<file path="config.mk">
export PLATFORM = sky130hd
export DESIGN_NAME = dm_dma_copy
export DESIGN_NICKNAME = d
export VERILOG_FILES = /design/src/rtl/dm_dma_copy.sv
export SDC_FILE = /design/constraint.sdc
export NUM_CORES = 1
export LEC_CHECK = 0
export CAP_MARGIN = 20
export CORE_MARGIN = 2
export CORE_UTILIZATION = 44
export DETAILED_ROUTE_END_ITERATION = 7
export PLACE_DENSITY = 0.88
export SYNTH_ARGS = -nofsm -noshare
export SYNTH_HDL_FRONTEND = slang
export SYNTH_SLANG_ARGS = --single-unit
export TNS_END_PERCENT = 100
</file>
<file path="constraint.sdc">
create_clock -name clk -period 2.1 [get_ports clk]
set_input_delay 0.525 -clock clk [delete_from_list [all_inputs] [get_ports clk]]
set_output_delay 0.525 -clock clk [all_outputs]
set_load 0.005 [all_outputs]
</file>
<file path="src/rtl/dm_dma_copy.sv">
`default_nettype none
// ============================================================================
//  Module   : dm_dma_copy
//  Purpose  : Bus initiator on the DM port that copies a block of 32-bit
//             words from a source region to a destination region, one
//             read / wait / write sequence per word, ascending addresses.
//  Option   : `define DMA_CHECKSUM_EN to accumulate a running sum of the
//             copied words on the checksum output (tied to 0 otherwise).
//  Revision : 1.0  initial release
// ============================================================================
module dm_dma_copy #(
  parameter int ADDR_WIDTH   = 12,
  parameter int DATA_WIDTH   = 32,
  parameter int COUNT_WIDTH  = 10,
  parameter int READ_LATENCY = 1    // legal range 1..3
) (
  input  logic                   clk,
  input  logic                   rst,
  input  logic                   start,
  input  logic [ADDR_WIDTH-1:0]  src_addr,
  input  logic [ADDR_WIDTH-1:0]  dst_addr,
  input  logic [COUNT_WIDTH-1:0] word_count,
  output logic                   busy,
  output logic                   done,
  output logic                   error,
  output logic [DATA_WIDTH-1:0]  checksum,
  output logic                   DM_enable,
  output logic                   DM_read,
  output logic                   DM_write,
  output logic [ADDR_WIDTH-1:0]  DM_address,
  output logic [DATA_WIDTH-1:0]  DM_in,
  input  logic [DATA_WIDTH-1:0]  DM_out
);

  typedef enum logic [2:0] {
    S_IDLE = 3'd0,
    S_RD   = 3'd1,
    S_WT   = 3'd2,
    S_WR   = 3'd3,
    S_FIN  = 3'd4
  } state_t;

  // Latency counter only needs to hold 1..3.
  localparam logic [1:0] c_read_lat = 2'(READ_LATENCY);

  state_t                 r_state;
  state_t                 w_state_nxt;
  logic [ADDR_WIDTH-1:0]  r_src;
  logic [ADDR_WIDTH-1:0]  r_dst;
  logic [COUNT_WIDTH-1:0] r_remaining;
  logic [DATA_WIDTH-1:0]  r_data;
  logic [1:0]             r_lat;
  logic                   r_error;
  logic                   w_accept;
  logic                   w_reject;
  logic                   w_capture;
  logic                   w_misaligned;

  assign w_misaligned = (src_addr[1:0] != 2'b00) || (dst_addr[1:0] != 2'b00);
  assign error        = r_error;

  // State register; reset aborts any copy in progress.
  always_ff @(posedge clk) begin
    if (rst) r_state <= S_IDLE;
    else     r_state <= w_state_nxt;
  end

  // Next-state decode and bus/status outputs, all idle-low by default.
  always_comb begin
    w_state_nxt = r_state;
    w_accept    = 1'b0;
    w_reject    = 1'b0;
    w_capture   = 1'b0;
    busy        = 1'b0;
    done        = 1'b0;
    DM_enable   = 1'b0;
    DM_read     = 1'b0;
    DM_write    = 1'b0;
    DM_address  = '0;
    DM_in       = '0;
    case (r_state)
      S_IDLE: begin
        if (start) begin
          if (w_misaligned) begin
            w_reject = 1'b1;
          end else begin
            w_accept    = 1'b1;
            w_state_nxt = (word_count == '0) ? S_FIN : S_RD;
          end
        end
      end
      S_RD: begin
        busy        = 1'b1;
        DM_enable   = 1'b1;
        DM_read     = 1'b1;
        DM_address  = r_src;
        w_state_nxt = S_WT;
      end
      S_WT: begin
        busy = 1'b1;
        // Read data is valid in the last wait cycle.
        if (r_lat == 2'd1) begin
          w_capture   = 1'b1;
          w_state_nxt = S_WR;
        end
      end
      S_WR: begin
        busy        = 1'b1;
        DM_enable   = 1'b1;
        DM_write    = 1'b1;
        DM_address  = r_dst;
        DM_in       = r_data;
        w_state_nxt = (r_remaining == COUNT_WIDTH'(1)) ? S_FIN : S_RD;
      end
      S_FIN: begin
        done        = 1'b1;
        w_state_nxt = S_IDLE;
      end
      default: w_state_nxt = S_IDLE;
    endcase
  end

  // Address/count/data datapath; addresses wrap modulo 2^ADDR_WIDTH.
  always_ff @(posedge clk) begin
    if (rst) begin
      r_src       <= '0;
      r_dst       <= '0;
      r_remaining <= '0;
      r_data      <= '0;
      r_lat       <= '0;
      r_error     <= 1'b0;
    end else begin
      r_error <= w_reject;
      if (w_accept) begin
        r_src       <= src_addr;
        r_dst       <= dst_addr;
        r_remaining <= word_count;
      end
      if (r_state == S_RD)      r_lat <= c_read_lat;
      else if (r_state == S_WT) r_lat <= r_lat - 2'd1;
      if (w_capture) r_data <= DM_out;
      if (r_state == S_WR) begin
        r_src       <= r_src + ADDR_WIDTH'(4);
        r_dst       <= r_dst + ADDR_WIDTH'(4);
        r_remaining <= r_remaining - COUNT_WIDTH'(1);
      end
    end
  end

`ifdef DMA_CHECKSUM_EN
  logic [DATA_WIDTH-1:0] r_checksum;

  // Running sum of captured words, restarted by each accepted start.
  always_ff @(posedge clk) begin
    if (rst)            r_checksum <= '0;
    else if (w_accept)  r_checksum <= '0;
    else if (w_capture) r_checksum <= r_checksum + DM_out;
  end

  assign checksum = r_checksum;
`else
  assign checksum = '0;
`endif

endmodule
`default_nettype wire

</file>
Word-level counts from Yosys, hierarchy flattened
Cells that the tools add are included.
{ "classes": {"n_addsub": 4, "mul": 0, "n_div": 0, "magnitude_cmp": 0, "n_eq_ne": 9, "shifts": 0, "n_mux": 27, "bitwise": 2, "n_reduce_logical": 12} }
{ "ops": {"columns": ["operator", "n"], "rows": [
  ["$mux 12", 4],
  ["$mux 32", 1],
  ["$add 12x3->12 const B", 2],
  ["$pmux 12 s2", 1],
  ["$mux 10", 2],
  ["$mux 3", 5],
  ["$mux 1", 13],
  ["$pmux 3 s4", 1],
  ["$eq 10x1->1 const B", 1],
  ["$logic_not 10->1", 1],
  ["$sub 10x1->10 const B", 1],
  ["$reduce_bool 2->1", 4],
  ["$eq 3x2->1 const B", 2],
  ["$ne 2x2->1 const B", 3],
  ["$reduce_or 3->1", 2],
  ["$reduce_or 2->1", 2],
  ["$eq 3x1->1 const B", 1],
  ["$eq 3x3->1 const B", 1],
  ["$logic_not 3->1", 1],
  ["$reduce_and 3->1", 1],
  ["$eq 2x1->1 const B", 1],
  ["$not 1->1", 2],
  ["$sub 2x1->2 const B", 1],
  ["$logic_or 1x1->1", 1]
]} }
{ "word_totals": {"ff_bits": 72, "latch_bits": 0, "ram_bits": 0, "rom_bits": 0, "inputBits": 69, "elab_cells": 62, "mem_count": 0} }

Longest topological paths before layout
{ "depth": {"ltp_word": 7, "depth_mapped": 7, "ltp_nobuf": 5} }

Worst setup path before layout
No wires, ideal clock.
{ "synth_path": {"kind": "input to register", "start": "in src_addr[1]", "end": "reg r_remaining[0]", "setup_ns": 0.128, "t_arrival_ns": 1.774, "slack_ns": 0.199, "path_stages": 5, "path_buffers": 1, "cell_sequence": "or4_1 -> o21a_4 -> buf_6 -> a221oi_2 -> nor2_1"} }
{ "synth_between": {"elab_chain_cells": 6} }
{ "synth_rtl": {"columns": ["element", "line", "source"], "rows": [
  ["start, declared", "20", "input logic [ADDR_WIDTH-1:0] src_addr,"],
  ["$reduce_bool 2->1", "59", "assign w_misaligned = (src_addr[1:0] != 2'b00) || (dst_addr[1:0] != 2'b00);"],
  ["$logic_or 1x1->1", "59", null],
  ["$mux 1", "84", "if (w_misaligned) begin"],
  ["$mux 1", "83", "if (start) begin"],
  ["$mux 1", "81", "case (r_state)"],
  ["$reduce_bool 2->1 (no source line)", null, null],
  ["end signal, assigned", "137", "r_remaining <= word_count;"],
  ["end signal, assigned", "145", "r_remaining <= r_remaining - COUNT_WIDTH'(1);"],
  ["end, declared", "50", "logic [COUNT_WIDTH-1:0] r_remaining;"]
]} }
No other way between the ends.
A chain may end at the register's enable or synchronous reset.

Worst setup path after layout
{ "layout_path": {"start": "reg r_state[1]", "end": "out DM_in[8]"} }
{ "layout_between": {"elab_chain_cells": 2} }
{ "layout_rtl": {"columns": ["element", "line", "source"], "rows": [
  ["start, declared", "46", "state_t r_state;"],
  ["start signal, assigned", "65", "else r_state <= w_state_nxt;"],
  ["$eq 3x2->1", "81", null],
  ["$mux 32", "81", null],
  ["end, declared", "31", "output logic [DATA_WIDTH-1:0] DM_in,"]
]} }
No other way between the ends.

==> summary.txt <==
Floorplan
  • Die H: a little under 100 µm
  • I/O pins: 151
  • Die Wd: 97.30 µm
  • # rows: 34
  • Core Region: 0.008593 mm²
  • Initial Utilization: 44.57%
  • Die area: around 0.0095 mm²

Power and ir drop
  • Leak: approximately 2.1 nW
  • Switching part of the total: 23.30%
  • Worst vdd ir: 437.8 µV
  • Tot Pwr: 2.605 mW
  • Comb pwr share: 10.8%
  • Clk pwr share: 35.7%
  • Pwr/cell area: 485.8 mW/mm²
  • Int Power: ~2 mW
  • Sw power: roughly 0.61 mW
  • Flop pwr share: a little over half

Global route
  • Largest net degree at the start of global routing: 33
  • GR met1 Demand/Resource: 26.80%
  • All-Layer GR Usage: 21.38%
  • Total congestion overflow: 0
  • First-pass GRT wire length: between 15 and 20 mm
  • Vias in the first global route: 3600
  • GR Layer Usage met2: 37.18%
  • Met3 GRT Util: 3.094%
  • Antenna violations before repair: 0
  • Busiest metal layer after global routing: met2

Critical path
  • Buffers plus inverters on the worst setup path: 4
  • Worst Setup End Kind: output pin
  • CP startpoint kind: register
  • Worst path top cell family by delay: buffers and inverters
  • Crit Path Max Fanout: 7
  • Crit Path Class: register to output pin
  • Crit path required time: 1.57 ns
  • Worst EP arrival: 1.57 ns
  • Slowest stage delay, CP: roughly 0.35 ns
  • Critical path cell sequence: nand3b_1, clkinv_4, buf_12, buf_8, and2_4, buf_6
  • CP max stage cell: dfxtp_2

Synth
  • Yosys warning total: 0
  • Cell count after synthesis: between 400 and 500
  • Avg Cell Area, Syn: a little under 8 µm²
  • FFs w/ async S/R, synth: 0%
  • Area of the mapped netlist: 0.003830 mm²
  • Yosys reg bits: 72
  • Post-synth EDFFs: 0
  • Yosys cell types: between 40 and 50
  • Seq/Total Area, Yosys: 37.63%
  • Primary FF master, synth: dfxtp_1

Clock network
  • Clk buf depth: 2
  • CTS H-tree lvls: 3
  • Hold Buf Count CTS: 0
  • TritonCTS Buffers: 9
  • Clock transition at path regs: about 0.07 ns
  • Worst skew pair latency: around 0.34 ns
  • Clock Sinks: 72
  • Clk root buf: clkbuf_8
  • CTS tree: yes

STA
  • Worst hold slack: 0.4499 ns
  • Final Critical Period: around 2.1 ns
  • Final setup viols: 0
  • Final worst path period share: 99.79%
  • Final clock skew: 0.01060 ns
  • Worst-Margin Slew: 0.5973 ns
  • Relative slew slack: 60.18%
  • Max Slew Vio Count: 0
  • Final hold vios: 0
  • Fmax: 477.2 MHz
  • Unrepaired setup endpoints after global routing: true

Routing
  • Routed wire length: 10.92 mm
  • Number of DRC markers in iteration 0: 241
  • First-pass DRT Iterations: 5
  • Remaining antenna violation count: 0
  • Via-to-Cell Ratio: 5.317
  • Drc violations: 0
  • Vias post-DR: around 3900
  • Routed wire per std cell: around 15 µm

Final layout
  • # diodes: 0
  • Area growth, synth to finish: 40.02%
  • Commonest non-fill, non-tap cell in the layout: nand2_1
  • Layout cells sized above 1: 18.86%
  • Post-route cell area: 0.005363 mm²
  • NumNets Final: approximately 700
  • Layout filler cell count: 749
  • Most frequent cells in the layout: nand2_1, dfxtp_1, clkdlybuf4s50_1
  • Final core occ: 62.41%

Run
  • Total of max-cap violations: 0

Placed design
  • Post-DP HPWL: 7.402 mm
  • Final GP Congestion: 0.8640
  • Post-DP Area: between 0.005 and 0.006 mm²
  • Port buffer count: about 120

Run status
  • Run status: complete, no violations

Min path
  • Worst Hold Class: register to register
[synthesized netlist by cell type (2+ instances only)]
library cell | count | area [µm²]
nor4_1 | 4 | 25.02
a21oi_1 | 56 | 280.3
nor2_1 | 35 | 131.4
nand4_1 | 5 | 31.28
o211ai_1 | 5 | 37.54
inv_1 | 6 | 22.52
nor3_1 | 4 | 20.02
a41oi_1 | 3 | 26.28
nand3_1 | 9 | 45.04
dfxtp_1 | 72 | 1441
nor3b_1 | 6 | 45.04
or3_1 | 8 | 50.05
a221oi_2 | 3 | 45.04
nand2_1 | 87 | 326.6
and3_1 | 6 | 37.54
a22oi_1 | 2 | 15.01
buf_2 | 6 | 30.03
clkbuf_1 | 23 | 86.33
or2_1 | 2 | 12.51
a2bb2oi_1 | 6 | 52.55
and4_1 | 2 | 17.52
buf_4 | 34 | 255.2
and2_1 | 34 | 212.7
ha_1 | 5 | 62.56
a31oi_1 | 14 | 87.58
or4_1 | 5 | 37.54
o21ai_0 | 14 | 70.07
a32oi_1 | 4 | 35.03
mux2i_1 | 13 | 130.1
[sequential cells by signal, summed over array words and instances (netlist names)]
| name | flops |
|---|---|
| r_remaining | 10 |
| error | 1 |
| r_state | 3 |
| r_dst | 12 |
| r_src | 12 |
| r_lat | 2 |
| r_data | 32 |
[routing by layer]
metal	share of wire, %	wire (µm)	up-vias
met5	0	0	-
met4	2.5	268	0
met3	5.9	643	21
met2	50	5466	163
met1	42	4536	1824
li1	-	-	1921
[cell type report]
| cell class | instances | area, µm² | area share [%] |
|---|---|---|---|
| Inverter | 7 | 31.28 | 0.5833 |
| Clock buffer | 13 | 148.9 | 2.776 |
| Tap cell | 108 | 135.1 | 2.520 |
| Multi-Input combinational cell | 378 | 2121 | 39.55 |
| Sequential cell | 72 | 1444 | 26.92 |
| Timing Repair Buffer | 160 | 1478 | 27.55 |
| Clock inverter | 1 | 5.005 | 0.09333 |
[timing repair]
| action | 4_1_cts | 5_1_grt |
|---|---|---|
| gates cloned | 3 | 3 |
| resized for setup | 84 | 85 |
| pin swaps | 0 | 5 |
| endpoints found under the setup margin | 49 | 54 |
| setup buffers | 5 | 3 |
[worst paths after layout]
kind,start,endpoint,slack [ns],cells after the start
max reg2reg,r_state[2],r_remaining[8],0.10,8
max,r_state[1],DM_in[8],0.004,6
min reg2reg,r_data[4],r_data[4],0.45,2
min,r_data[4],r_data[4],0.45,2
[stage by stage]
stage / worst slack, ns / instances / TNS (ns)
global route: -0.05536 / 739 / -0.2095
global placement: -0.2872 / 711 / -6.824
detailed placement: -0.3032 / 711 / -7.583
finish: 0.004385 / 739 / 0
floorplan: 0.1989 / 522 / 0
CTS: -0.02233 / 733 / -0.1406
[worst min-delay path, delay by kind of cell (launching register included)]
kind	cells	cell delay (ns)
flip-flops	1	0.31
AND/OR/NAND/NOR	1	0.05
AO/OA/AOI/OAI	1	0.05
[cell families (layout without fill, tap and decap cells)]
logic type,after synthesis,after routing,share of synthesized area [%]
other cells,1,32,0.09791
mux,13,13,3.397
simple gates,214,214,27.54
buf+inv,72,181,10.78
xor+xnor,1,1,0.2287
flops,72,72,37.63
fa+ha+maj,5,5,1.633
compound gates,113,113,18.69
[power by group through the flow]
stage | combinational, mW | clock [mW] | sequential, mW
2_1_floorplan | 0.137 | 0 | 1.42
3_3_place_gp | 0.267 | 0 | 1.42
3_5_place_dp | 0.273 | 0 | 1.42
4_1_cts | 0.278 | 0.939 | 1.39
5_1_grt | 0.302 | 1.01 | 1.39
6_report | 0.282 | 0.931 | 1.39
(Power assumes the default switching activity.)
